<file path="src/rtl/bus_pkg.sv">
// Shared bus widths and the outstanding-response bookkeeping entry.
package bus_pkg;

    localparam int unsigned BusAddrW = 32;
    localparam int unsigned BusDataW = 32;
    localparam int unsigned BusBeW   = 4;

    // Index fields are sized for up to 256 hosts/devices.
    localparam int unsigned RspIdxW  = 8;

    typedef struct packed {
        logic [RspIdxW-1:0] host;
        logic [RspIdxW-1:0] dev;
        logic               err;
    } rsp_entry_t;

    // Index width for n items, never narrower than one bit.
    function automatic int unsigned idx_width(int unsigned n);
        return (n > 1) ? $clog2(n) : 1;
    endfunction

endpackage

</file>
<file path="src/rtl/bus_outstanding_fifo.sv">
// Synchronous FIFO of outstanding responses: who asked, which device answers.
module bus_outstanding_fifo
    import bus_pkg::*;
#(
    parameter int unsigned Depth = 2
) (
    input  logic       clk_i,
    input  logic       rst_ni,
    input  logic       push,
    input  rsp_entry_t push_entry,
    input  logic       pop,
    output logic       full,
    output logic       empty,
    output rsp_entry_t head
);

    localparam int unsigned PtrW = idx_width(Depth);
    localparam int unsigned CntW = $clog2(Depth + 1);

    rsp_entry_t      mem [Depth];
    logic [PtrW-1:0] wr_ptr;
    logic [PtrW-1:0] rd_ptr;
    logic [CntW-1:0] count;
    logic            do_push;
    logic            do_pop;

    assign full    = (count == CntW'(Depth));
    assign empty   = (count == '0);
    assign do_push = push & ~full;
    assign do_pop  = pop & ~empty;
    assign head    = mem[rd_ptr];

    function automatic logic [PtrW-1:0] wrap_inc(input logic [PtrW-1:0] p);
        return (p == PtrW'(Depth - 1)) ? '0 : p + PtrW'(1);
    endfunction

    // Pointer and occupancy tracking.
    always_ff @(posedge clk_i or negedge rst_ni) begin
        if (!rst_ni) begin
            wr_ptr <= '0;
            rd_ptr <= '0;
            count  <= '0;
        end else begin
            if (do_push) wr_ptr <= wrap_inc(wr_ptr);
            if (do_pop)  rd_ptr <= wrap_inc(rd_ptr);
            count <= count + CntW'(do_push) - CntW'(do_pop);
        end
    end

    // Entry storage; contents are only meaningful while counted.
    always_ff @(posedge clk_i) begin
        if (do_push) mem[wr_ptr] <= push_entry;
    end

endmodule

</file>
<file path="src/rtl/bus_xbar_rr.sv">
// N-host to M-device req/gnt/rvalid interconnect: round-robin arbitration,
// base/mask decode with decode-error responses, in-order response routing.
module bus_xbar_rr
    import bus_pkg::*;
#(
    parameter int unsigned                NrHosts        = 2,
    parameter int unsigned                NrDevices      = 2,
    parameter int unsigned                MaxOutstanding = 2,
    parameter logic [NrDevices*32-1:0]    DevBase        = {32'h0001_0000, 32'h0000_0000},
    parameter logic [NrDevices*32-1:0]    DevMask        = {32'h0000_0FFF, 32'h0000_FFFF}
) (
    input  logic                          clk_i,
    input  logic                          rst_ni,
    input  logic [NrHosts-1:0]            host_req_i,
    output logic [NrHosts-1:0]            host_gnt_o,
    input  logic [NrHosts*BusAddrW-1:0]   host_addr_i,
    input  logic [NrHosts-1:0]            host_we_i,
    input  logic [NrHosts*BusBeW-1:0]     host_be_i,
    input  logic [NrHosts*BusDataW-1:0]   host_wdata_i,
    output logic [NrHosts-1:0]            host_rvalid_o,
    output logic [NrHosts*BusDataW-1:0]   host_rdata_o,
    output logic [NrHosts-1:0]            host_err_o,
    output logic [NrDevices-1:0]          device_req_o,
    output logic [BusAddrW-1:0]           device_addr_o,
    output logic                          device_we_o,
    output logic [BusBeW-1:0]             device_be_o,
    output logic [BusDataW-1:0]           device_wdata_o,
    input  logic [NrDevices-1:0]          device_gnt_i,
    input  logic [NrDevices-1:0]          device_rvalid_i,
    input  logic [NrDevices*BusDataW-1:0] device_rdata_i,
    input  logic [NrDevices-1:0]          device_err_i
);

    localparam int unsigned HostIdxW = idx_width(NrHosts);
    localparam int unsigned DevIdxW  = idx_width(NrDevices);

    logic [HostIdxW-1:0] ptr;
    logic [HostIdxW-1:0] winner;
    logic                any_req;
    logic [BusAddrW-1:0] win_addr;
    logic                win_we;
    logic [BusBeW-1:0]   win_be;
    logic [BusDataW-1:0] win_wdata;
    logic                dec_hit;
    logic [DevIdxW-1:0]  dec_dev;
    logic                handshake;
    rsp_entry_t          push_entry;
    logic                fifo_full;
    logic                fifo_empty;
    logic                fifo_pop;
    rsp_entry_t          fifo_head;
    logic                rsp_valid;
    logic                rsp_err;
    logic [BusDataW-1:0] rsp_data;
    logic [NrDevices-1:0] accept_mask;
    logic                stray_rvalid;

    // Round-robin pick: first requester at or after ptr, wrapping.
    always_comb begin
        winner  = '0;
        any_req = 1'b0;
        for (int unsigned i = 0; i < NrHosts; i++) begin
            if (!any_req && host_req_i[(32'(ptr) + i) % NrHosts]) begin
                any_req = 1'b1;
                winner  = HostIdxW'((32'(ptr) + i) % NrHosts);
            end
        end
    end

    // Select the winning host's request payload.
    always_comb begin
        win_addr  = '0;
        win_we    = 1'b0;
        win_be    = '0;
        win_wdata = '0;
        for (int unsigned h = 0; h < NrHosts; h++) begin
            if (HostIdxW'(h) == winner) begin
                win_addr  = host_addr_i[h*BusAddrW +: BusAddrW];
                win_we    = host_we_i[h];
                win_be    = host_be_i[h*BusBeW +: BusBeW];
                win_wdata = host_wdata_i[h*BusDataW +: BusDataW];
            end
        end
    end

    // Address decode; the lowest-indexed matching device wins.
    always_comb begin
        dec_hit = 1'b0;
        dec_dev = '0;
        for (int unsigned d = 0; d < NrDevices; d++) begin
            if (!dec_hit &&
                ((win_addr & ~DevMask[d*BusAddrW +: BusAddrW]) == DevBase[d*BusAddrW +: BusAddrW])) begin
                dec_hit = 1'b1;
                dec_dev = DevIdxW'(d);
            end
        end
    end

    // Issue to the decoded device, or self-grant on a decode error.
    always_comb begin
        device_req_o   = '0;
        device_addr_o  = '0;
        device_we_o    = 1'b0;
        device_be_o    = '0;
        device_wdata_o = '0;
        host_gnt_o     = '0;
        handshake      = 1'b0;
        push_entry     = '0;
        if (rst_ni && any_req && !fifo_full) begin
            if (dec_hit) begin
                for (int unsigned d = 0; d < NrDevices; d++) begin
                    if (DevIdxW'(d) == dec_dev) begin
                        device_req_o[d] = 1'b1;
                        handshake       = device_gnt_i[d];
                    end
                end
                device_addr_o  = win_addr;
                device_we_o    = win_we;
                device_be_o    = win_be;
                device_wdata_o = win_wdata;
            end else begin
                handshake = 1'b1;
            end
            for (int unsigned h = 0; h < NrHosts; h++) begin
                if (HostIdxW'(h) == winner) host_gnt_o[h] = handshake;
            end
            push_entry.host = RspIdxW'(winner);
            push_entry.dev  = dec_hit ? RspIdxW'(dec_dev) : '0;
            push_entry.err  = ~dec_hit;
        end
    end

    // Priority moves past the winner only once its request is accepted.
    always_ff @(posedge clk_i or negedge rst_ni) begin
        if (!rst_ni) begin
            ptr <= '0;
        end else if (handshake) begin
            ptr <= (winner == HostIdxW'(NrHosts - 1)) ? '0 : winner + HostIdxW'(1);
        end
    end

    bus_outstanding_fifo #(
        .Depth (MaxOutstanding)
    ) u_outstanding (
        .clk_i      (clk_i),
        .rst_ni     (rst_ni),
        .push       (handshake),
        .push_entry (push_entry),
        .pop        (fifo_pop),
        .full       (fifo_full),
        .empty      (fifo_empty),
        .head       (fifo_head)
    );

    // Head-of-line response: decode errors retire at once, others wait for their device.
    always_comb begin
        rsp_valid   = 1'b0;
        rsp_err     = 1'b0;
        rsp_data    = '0;
        accept_mask = '0;
        if (!fifo_empty) begin
            if (fifo_head.err) begin
                rsp_valid = 1'b1;
                rsp_err   = 1'b1;
            end else begin
                for (int unsigned d = 0; d < NrDevices; d++) begin
                    if (RspIdxW'(d) == fifo_head.dev) begin
                        accept_mask[d] = 1'b1;
                        if (device_rvalid_i[d]) begin
                            rsp_valid = 1'b1;
                            rsp_err   = device_err_i[d];
                            rsp_data  = device_err_i[d] ? '0 : device_rdata_i[d*BusDataW +: BusDataW];
                        end
                    end
                end
            end
        end
    end

    assign fifo_pop = rsp_valid;

    // Route the retiring response to the host that issued it.
    always_comb begin
        host_rvalid_o = '0;
        host_err_o    = '0;
        host_rdata_o  = '0;
        for (int unsigned h = 0; h < NrHosts; h++) begin
            if (rsp_valid && (RspIdxW'(h) == fifo_head.host)) begin
                host_rvalid_o[h]                     = 1'b1;
                host_err_o[h]                        = rsp_err;
                host_rdata_o[h*BusDataW +: BusDataW] = rsp_data;
            end
        end
    end

    assign stray_rvalid = |(device_rvalid_i & ~accept_mask);

    // A device answering out of turn has its response dropped.
    ignored_rvalid_a: assert property (@(posedge clk_i) disable iff (!rst_ni) !stray_rvalid)
        else $warning("bus_xbar_rr: device rvalid dropped, not owed by the head outstanding entry");

endmodule
</file>
<file path="config.mk">
export PLATFORM = sky130hd
export DESIGN_NAME = bus_xbar_rr
export DESIGN_NICKNAME = d
export VERILOG_FILES = /design/src/rtl/bus_pkg.sv /design/src/rtl/bus_outstanding_fifo.sv /design/src/rtl/bus_xbar_rr.sv
export SDC_FILE = /design/constraint.sdc
export NUM_CORES = 1
export LEC_CHECK = 0
export CAP_MARGIN = 25
export CORE_AREA = 2 2 136 138
export DETAILED_ROUTE_END_ITERATION = 7
export DIE_AREA = 0 0 138 140
export SETUP_SLACK_MARGIN = 0.05
export SYNTH_ARGS = -nofsm -noshare
export SYNTH_HDL_FRONTEND = slang
export SYNTH_SLANG_ARGS = --single-unit
</file>
<file path="constraint.sdc">
create_clock -name clk_i -period 2.74 [get_ports clk_i]
set_input_delay 0.411 -clock clk_i [delete_from_list [all_inputs] [get_ports clk_i]]
set_output_delay 0.411 -clock clk_i [all_outputs]
set_load 0.02 [all_outputs]
</file>
==> impl_results.md, run 1 <==
* Drc violations at 0
* Clock Skew at 0.00153 ns
* Hold Worst Slack at 0.491 ns
* Final net count at 999
* DR WL/cell at 15.8 µm
* CP Cell Sequence: buf_6 > or4_4 > clkinv_4 > nor3_4 > a2111o_2 > buf_6 > buf_6 > buf_12 > buf_6 > a21oi_2 > buf_6
* FF+latch count, synth at 11
* Met1 GRT Util at 17.7%
* I/O pin count at 353
* Worst path max stage delay at 0.55 ns
* Fmax at 356 MHz
* Antenna Nets Post-Route at 0
* Worst-path clk slew at 0.04 ns
* Post-synth EDFFs at 6
* Power Density at 373 nW/µm²
* Total CTS buffers at 3
* Leak at 2.90 nW
* Die area at 19,300 µm²
* First-pass GRT wire length at 23,900 µm
* Tot GR Track Use at 15.1%
* Starting Density at 15.1%
* Critical path data arrival time at 2.40 ns
* Initial antenna violation count at 0
* GRT Residual Overflow at 0
* Largest net degree at the start of global routing at 42
* CP max FO at 7
* Iteration-0 DRC count of the detailed router at 108
* Setup violations, final at 6
* Core area at 17,800 µm²
* Slowest cell on the critical path: or4_4
* Final WL at 16,000 µm
* CP Buf/Inv Count at 7
* Met3 GRT Util at 2.97%
* Pre-CTS setup slack at -0.737 ns
* Die W at 138 µm
* Cell count after synthesis at 400
* CTS Root Cell: clkbuf_16
* Compound-Gate Fraction of Synth Area at 31.7%
* CTS tree: yes
* Minimum clock period at 2.81 ns
* Drt pass-1 iters at 4
* Syn_area_per_cell at 6.70 µm²
* Final worst slack at -0.0663 ns
* Final Hold Fails at 0
* Post-synthesis sequential area ratio at 11.4%
* Bufs on Longest Clock Path at 2
* Crit path max-delay family: buffers and inverters
* Hold Path Class: flip-flop to flip-flop
* Ys async rst share at 45.5%
* Vias per cell at 4.31
* Vias at 4,368
* Peak supply drop at 0.000242 V
* Grt met2 use at 28.6%
* Cell Area, Synth at 2680 µm²
* Fraction of layout instances using a drive strength above 1 at 37.0%
* Worst Setup Start Kind: input pin
* XOR/XNOR share of the synthesized area at 1.31%
* Port bufs at 337
* Largest family of logic cells by synthesized area: simple AND/OR/NAND/NOR gates
* Worst path required time at 2.33 ns
* Simple-gate share of the synthesized area at 35.9%
* Synth Warn # at 0
* Failing checks: setup timing
* CP most frequent cell: buf_6
* Busiest grt layer: met2
* Area delta synth->final at 162%
* Worst skew pair latency at 0.24 ns
* Crit end category: output port
* Non-filler instance count after layout at 1,013
* DP Wirelength at 12,200 µm
* RSZ-0062 raised after global routing: true
* Most used DFF post-synth: edfxtp_1
* Slew Limit Fails at 0
* # H-tree levels at 1
* Die height at 140 µm
* Crit path kind: input pin to output port
* Post-synthesis mux area share at 2.38%
* FP Rows at 49
* Post-synthesis adder-cell area fraction at 0.933%
* TNS Setup at -0.313 ns
* GP Congestion at 0.792
* Vias in the first global route at 4,343
* Number of diodes at 0
* Max cap viols at 0
* Fill cell count at 1,848
* Netlist cell types at 52
* Fin crit share at 102%
* Clk sinks at 11
* Cells after DPL at 981
* Run status: complete, but fails checks
## cell families (layout without fill, tap and decap cells)
logic type / count (synthesis) / count (layout)
fa+ha+maj: 2 / 2
flops: 11 / 11
buf+inv: 64 / 434
xor+xnor: 4 / 4
compound gates: 103 / 103
other cells: 1 / 15
simple gates: 210 / 210
mux: 5 / 5
## area by class of cell
type	instances	area [µm²]	area share, %
inverter	10	42.5	0.606
clock buffer	4	78.8	1.12
tap	229	287	4.08
timing repair buffer	420	4010	57.1
sequential	11	305	4.35
multi-input combinational	339	2290	32.7
## stage by stage
step	instance area, µm²	total power [mW]	utilization, %
finish	7020	2.62	39.5
global route	7020	2.81	39.5
CTS	7070	2.61	39.8
detailed placement	6530	2.35	36.7
global placement	6530	2.35	36.7
floorplan	2730	1.35	-
## sequential cells by signal, indices dropped and copies added (netlist names)
name	cells
ptr	1
u_outstanding.mem	6
u_outstanding.count	2
u_outstanding.wr_ptr	1
u_outstanding.rd_ptr	1
## synthesized netlist by cell type, types with 3 or more instances
| cell | number | share of area (%) |
|---|---|---|
| dlygate4sd1_1 | 3 | 0.98 |
| buf_12 | 5 | 3.7 |
| nor4_1 | 8 | 1.9 |
| mux2i_1 | 3 | 1.1 |
| dfrtp_1 | 5 | 4.7 |
| buf_4 | 16 | 4.5 |
| nand2_1 | 111 | 16 |
| nor3_1 | 67 | 13 |
| a22oi_1 | 32 | 9.0 |
| clkbuf_1 | 17 | 2.4 |
| xnor2_1 | 3 | 0.98 |
| edfxtp_1 | 6 | 6.7 |
| inv_1 | 9 | 1.3 |
| a21oi_2 | 48 | 16 |
| a21oi_1 | 6 | 1.1 |
| nor2_1 | 8 | 1.1 |
| buf_2 | 10 | 1.9 |
## layer usage
| metal | up-vias | wire, µm |
|---|---|---|
| met5 | - | 0 |
| li1 | 2163 | - |
| met1 | 1988 | 6380 |
| met2 | 205 | 8420 |
| met3 | 12 | 1020 |
| met4 | 0 | 175 |
## placed cells by master (no fill, tap or decap), drive strengths merged, types with 2 or more instances in the layout
cell type and instances:
and4 2, a211o 2, dlygate4sd1 3, inv 9
dfrtp 5, buf 152, conb 15, ha 2
mux2i 4, o21ai 3, nor4 8, a21oi 56
nand2b 2, dlygate4sd2 23, a22oi 33, nand2 112
xnor2 3, nand3 2, clkbuf 54, a211oi 2
nor2 9, nor3 68, clkdlybuf4s50 171, edfxtp 6
clkdlybuf4s15 21
## repair_timing
action | in CTS | in global routing
hold buffers | 0 | 0
pin swaps | 16 | 9
gates resized for setup | 520 | 184
gates cloned | 8 | 0
buffers inserted | 18 | 3
setup endpoints to repair | 126 | 116
## where the power goes
part	switching [mW]	leakage (nW)	internal (mW)	total, mW
clock network	0.0692	0.0382	0.195	0.264
logic	1.15	2.75	0.911	2.06
registers	0.0527	0.113	0.243	0.296
total	1.27	2.90	1.35	2.62
## worst paths after layout
kind | start | endpoint | slack (ns) | cells past startpoint
worst max-delay path | host_addr_i[44] | device_addr_o[11] | -0.07 | 11
worst min-delay path | u_outstanding.wr_ptr | u_outstanding.wr_ptr | 0.49 | 1
worst max register to register | ptr | u_outstanding.count[1] | 0.55 | 11
worst min register to register | u_outstanding.wr_ptr | u_outstanding.wr_ptr | 0.49 | 1
max in group asynchronous | rst_ni | u_outstanding.wr_ptr | 2.05 | 2
min in group asynchronous | rst_ni | ptr | 0.58 | 2
Power figures use the tool's default switching activity.
==> inputs of run 2 (changes only) <==
==> constraint.sdc (replaced) <==
create_clock -name clk_i -period 3.2 [get_ports clk_i]
set_input_delay 0.64 -clock clk_i [delete_from_list [all_inputs] [get_ports clk_i]]
set_output_delay 0.64 -clock clk_i [all_outputs]
set_load 0.02 [all_outputs]
==> impl_results.md, run 2 (synthesis results as in run 1) <==
* Tot GR Track Use at 15.2%
* Iteration-0 DRC count of the detailed router at 135
* Switch share at 48.7%
* Worst path required time at 2.56 ns
* Commonest non-fill, non-tap cells in the layout: 171 x clkdlybuf4s50_1, 109 x nand2_1, 76 x buf_4, 66 x nor3_1
* Leak at 3.00 nW
* Sequential share of power at 11.8%
* Port bufs at 337
* # H-tree levels at 1
* Final net count at 997
* Fin crit share at 97.9%
* DR WL/cell at 15.7 µm
* CP Buf/Inv Count at 5
* I/O pin count at 353
* Total CTS buffers at 3
* Net Switching at 1.09 mW
* Slew Limit Fails at 0
* Starting Density at 15.1%
* Int Pwr at 1.14 mW
* Worst skew pair latency at 0.24 ns
* Vias in the first global route at 4,429
* Worst Setup Start Kind: input pin
* Setup violations, final at 0
* Final core occ at 39.7%
* Commonest non-fill, non-tap cell in the layout: clkdlybuf4s50_1
* Critical path data arrival time at 2.49 ns
* Antenna Nets Post-Route at 0
* FP Rows at 49
* Hold Path Class: flip-flop to flip-flop
* TNS Setup at 0 ns
* Worst Setup EP: device_be_o[3]
* Final Hold Fails at 0
* Minimum clock period at 3.13 ns
* Worst Tran Pin Value at 0.466 ns
* Reg with most FFs: u_outstanding.mem
* Bufs on Longest Clock Path at 2
* Vias at 4,368
* Run status: complete, no violations
* R2R Path Start: ptr
* Die area at 19,300 µm²
* Worst path max stage delay at 0.55 ns
* CTS tree: yes
* CP Cell Sequence: buf_6 > or4_4 > clkinv_4 > nor3_4 > a2111o_2 > buf_12 > buf_12 > a21oi_4 > buf_6
* Max cap viols at 0
* Die W at 138 µm
* Power Density at 316 nW/µm²
* Fraction of layout instances using a drive strength above 1 at 35.0%
* Rel. slew slack at 68.1%
* Comb pwr share at 78.0%
* Core area at 17,800 µm²
* R2r setup slk at 0.42 ns
* Final worst slack at 0.0668 ns
* Peak supply drop at 0.000207 V
* GP Congestion at 0.805
* CP max FO at 7
* First-pass GRT wire length at 24,000 µm
* Max FFs per register at 6
* Worst-path clk slew at 0.04 ns
* Clk sinks at 11
* Crit path kind: input pin to output port
* Drt pass-1 iters at 4
* Die height at 140 µm
* Drc violations at 0
* Crit end category: output port
* Fmax at 319 MHz
* Reg2reg path depth at 18
* Crit path max-delay family: compound AO/OA/AOI/OAI gates
* Crit path from: host_addr_i[47]
* RSZ-0062 raised after global routing: true
* Area delta synth->final at 163%
* Initial antenna violation count at 1
* Final WL at 15,900 µm
* Slowest cell on the critical path: or4_4
* Reg2reg end: u_outstanding.mem[0][0]
* GRT Residual Overflow at 0
* DP Wirelength at 12,300 µm
* Largest registers: u_outstanding.mem: 6 flops, u_outstanding.count: 2 flops
* Vias per cell at 4.32
* Pre-CTS setup slack at -0.794 ns
* Clock share of power at 10.2%
* Largest net degree at the start of global routing at 35
* CTS Root Cell: clkbuf_16
* Clock Skew at 0.00432 ns
* CP Depth at 9
* Hold Buf Count CTS at 0
[run 2: cell count changes in the layout (fill, tap and decap cells not counted), sizes merged]
cell | before | now
diode | 0 | 1
dlymetal6s2s | 0 | 1
buf | 152 | 148
dlygate4sd2 | 23 | 44
clkinv | 1 | 2
clkdlybuf4s15 | 21 | 13
clkbuf | 54 | 41
[run 2: what timing repair did]
item | in CTS | in global routing
gates resized for setup | 506 | 147
endpoints found under the setup margin | 125 | 95
buffers inserted | 22 | 1
gates cloned | 7 | 1
pin swaps | 16 | 12
[run 2: per-layer routing]
| layer | global-route usage, % | part of all wire, % | up-vias |
|---|---|---|---|
| li1 | - | - | 2158 |
| met1 | 17.1 | 38 | 1968 |
| met3 | 4.48 | 9.1 | 22 |
| met4 | 3.71 | 2.4 | 0 |
| met5 | 0 | 0 | - |
| met2 | 28.0 | 51 | 220 |
[run 2: power by group through the flow]
stage          Combinational [mW]  Clock [mW]  Sequential (mW)
5_1_grt                      1.89       0.239            0.273
6_report                     1.74       0.227            0.264
2_1_floorplan               0.919           0            0.236
4_1_cts                      1.74       0.231            0.266
3_5_place_dp                 1.73           0            0.267
3_3_place_gp                 1.73           0            0.264
[run 2: area by class of cell]
cell class	instances	area, µm²
fill	1824	10700
antenna	1	2.50
tap	229	287
inverter	10	42.5
multi-input combinational	339	2380
clock inverter	1	5.00
sequential	11	305
timing repair buffer	418	3970
clock buffer	3	75.1
[run 2: worst min-delay path by stage]
stage                     cells past startpoint            startpoint              endpoint  slack [ns]
after floorplan                               0                rst_ni                   ptr        0.34
after global placement                        1  u_outstanding.wr_ptr  u_outstanding.wr_ptr        0.49
after detailed placement                      1  u_outstanding.wr_ptr  u_outstanding.wr_ptr        0.51
after CTS                                     1  u_outstanding.wr_ptr  u_outstanding.wr_ptr        0.52
after global routing                          1  u_outstanding.wr_ptr  u_outstanding.wr_ptr        0.54
final                                         1  u_outstanding.wr_ptr  u_outstanding.wr_ptr        0.51
[run 2: stage by stage]
step           total power [mW]  hold WS (ns)  cells  instance area (µm²)
2_1_floorplan              1.16         0.344    414                 2730
3_3_place_gp               2.00         0.487    981                 6510
3_5_place_dp               1.99         0.513    981                 6510
4_1_cts                    2.23         0.523   1014                 7090
5_1_grt                    2.41         0.545   1011                 7060
6_report                   2.23         0.514   1012                 7060
==> inputs of run 3 (changes only) <==
--- a/config.mk
+++ b/config.mk
@@ -6,9 +6,12 @@
 export NUM_CORES = 1
 export LEC_CHECK = 0
 export CAP_MARGIN = 25
-export CORE_AREA = 2 2 136 138
+export CELL_PAD_IN_SITES_DETAIL_PLACEMENT = 1
+export CELL_PAD_IN_SITES_GLOBAL_PLACEMENT = 1
+export CORE_MARGIN = 2
+export CORE_UTILIZATION = 15
 export DETAILED_ROUTE_END_ITERATION = 7
-export DIE_AREA = 0 0 138 140
+export PLACE_DENSITY_LB_ADDON = 0.1
 export SETUP_SLACK_MARGIN = 0.05
 export SYNTH_ARGS = -nofsm -noshare
 export SYNTH_HDL_FRONTEND = slang
==> impl_results.md, run 3 (synthesis results as in run 1) <==
* Met3 GRT Util at 4.60%
* Clock Skew at 0.00247 ns
* GRT Residual Overflow at 0
* Peak supply drop at 0.000237 V
* Hold Path Class: flip-flop to flip-flop
* Antenna Nets Post-Route at 0
* CTS Root Cell: clkbuf_16
* # H-tree levels at 1
* Slew Limit Fails at 0
* DR WL/cell at 18.1 µm
* Commonest non-fill, non-tap cells in the layout: 171 x clkdlybuf4s50_1, 107 x nand2_1, 72 x dlygate4sd2_1, 65 x nor3_1, 60 x buf_4
* Initial antenna violation count at 0
* RSZ-0062 raised after global routing: true
* Leak at 2.90 nW
* Hold path cells at 1
* Worst Tran Pin Value at 0.575 ns
* Final WL at 17,600 µm
* Reg2reg end: u_outstanding.count[1]
* Drt pass-1 iters at 4
* Fraction of layout instances using a drive strength above 1 at 29.2%
* R2r setup slk at 0.91 ns
* Clk sinks at 11
* Final instance area at 6660 µm²
* Hold endpoint: u_outstanding.wr_ptr
* Vias at 4,283
* Die height at 138 µm
* Setup violations, final at 0
* Die area at 19,000 µm²
* Iteration-0 DRC count of the detailed router at 76
* Post-DP Area at 6390 µm²
* FP Rows at 48
* Hold Worst Slack at 0.499 ns
* Largest net degree at the start of global routing at 55
* Busiest grt layer: met2
* Reg2reg path depth at 11
* First-pass GRT wire length at 24,900 µm
* CTS tree: yes
* Area delta synth->final at 148%
* I/O pin count at 353
* Crit path kind: input pin to output port
* Met1 GRT Util at 17.0%
* Rel. slew slack at 61.7%
* Fill cell count at 2,102
* Die W at 138 µm
* Largest registers: u_outstanding.mem: 6 flops, u_outstanding.count: 2 flops
* Worst Setup Start Kind: input pin
* Run status: complete, no violations
* Fin crit share at 97.4%
* Worst path required time at 2.56 ns
* Minimum clock period at 3.12 ns
* Crit end category: output port
* Drc violations at 0
* Bufs on Longest Clock Path at 2
* R2R Path Start: ptr
* Tot GR Track Use at 16.7%
* Final net count at 966
* Critical path data arrival time at 2.48 ns
* Worst hold path startpoint: u_outstanding.wr_ptr
* Reg with most FFs: u_outstanding.mem
* Hold Buf Count CTS at 0
* Worst-path clk slew at 0.04 ns
* DP Wirelength at 14,000 µm
* Final Hold Fails at 0
* Commonest non-fill, non-tap cell in the layout: clkdlybuf4s50_1
* Max FFs per register at 6
* Total CTS buffers at 3
* Power Density at 321 nW/µm²
* GP Congestion at 0.821
* Port bufs at 337
* Number of diodes at 0
* Vias per cell at 4.39
* CP max FO at 5
* Fmax at 321 MHz
* Vias in the first global route at 4,585
* Worst skew pair latency at 0.24 ns
* Core area at 17,400 µm²
* Starting Density at 15.4%
* Max cap viols at 0
* Grt met2 use at 33.8%
run 3: cell count changes in the layout (fill, tap and decap cells not counted), moves of 3 or more:
| cell | previous run | this run |
|---|---|---|
| nand2_2 | 1 | 5 |
| a21oi_2 | 19 | 34 |
| dlygate4sd1_1 | 3 | 0 |
| buf_6 | 44 | 27 |
| buf_4 | 76 | 60 |
| dlymetal6s2s_1 | 1 | 4 |
| clkbuf_2 | 37 | 13 |
| a21oi_4 | 35 | 19 |
| buf_2 | 10 | 16 |
| dlygate4sd2_1 | 44 | 72 |
| buf_12 | 13 | 7 |
run 3: worst max path at each step:
stage | start | endpoint | slack, ns | cells after the start
floorplan | host_addr_i[44] | device_wdata_o[12] | 0.38 | 7
global placement | host_addr_i[44] | device_addr_o[12] | -0.72 | 8
detailed placement | host_addr_i[53] | device_be_o[0] | -0.75 | 8
CTS | host_addr_i[60] | device_addr_o[12] | 0.04 | 9
global route | host_addr_i[15] | device_be_o[0] | 0.03 | 8
finish | host_addr_i[45] | device_wdata_o[9] | 0.08 | 9
run 3: per-layer routing:
| layer | vias up | routed length, µm |
|---|---|---|
| met5 | - | 0 |
| met2 | 187 | 9570 |
| li1 | 2093 | - |
| met1 | 1989 | 6200 |
| met3 | 14 | 1610 |
| met4 | 0 | 236 |
run 3: stage by stage:
step	worst slack, ns	setup TNS [ns]	cells	power (mW)	util (%)
floorplan	0.381	0	414	1.16	-
global placement	-0.724	-38.90	961	1.91	36.7
detailed placement	-0.748	-41.56	961	1.95	36.7
CTS	0.0406	0	974	2.15	37.6
global route	0.0272	0	976	2.30	38.2
finish	0.0824	0	976	2.14	38.2
run 3: layout make-up:
type / instances / area (µm²) / share of cell area, %
flip-flops and latches: 11 / 307 / 4.61
repair buffers: 387 / 3690 / 55.5
multi-input cells: 339 / 2250 / 33.9
well taps: 225 / 282 / 4.23
clock inverters: 1 / 5.00 / 0.0752
clock buffers: 3 / 75.1 / 1.13
inverters: 10 / 42.5 / 0.639
run 3: power by group:
| group | total (mW) | internal, mW | switching, mW |
|---|---|---|---|
| registers | 0.268 | 0.210 | 0.0583 |
| logic | 1.64 | 0.697 | 0.946 |
| clock network | 0.227 | 0.165 | 0.0618 |
| total | 2.14 | 1.07 | 1.07 |
run 3: worst max-delay path: stages:
cell and delay [ns]:
buf_2 0.11, or4_4 0.55, clkinv_4 0.08, nor3_4 0.04, a2111o_2 0.45, buf_8 0.17, clkbuf_16 0.17, a21oi_2 0.09
buf_2 0.17
run 3: what timing repair did:
item / 4_1_cts / 5_1_grt
resized for setup: 456 / 57
setup endpoints to repair: 121 / 60
cloned: 4 / 1
setup buffers: 5 / 2
pin swaps: 12 / 15
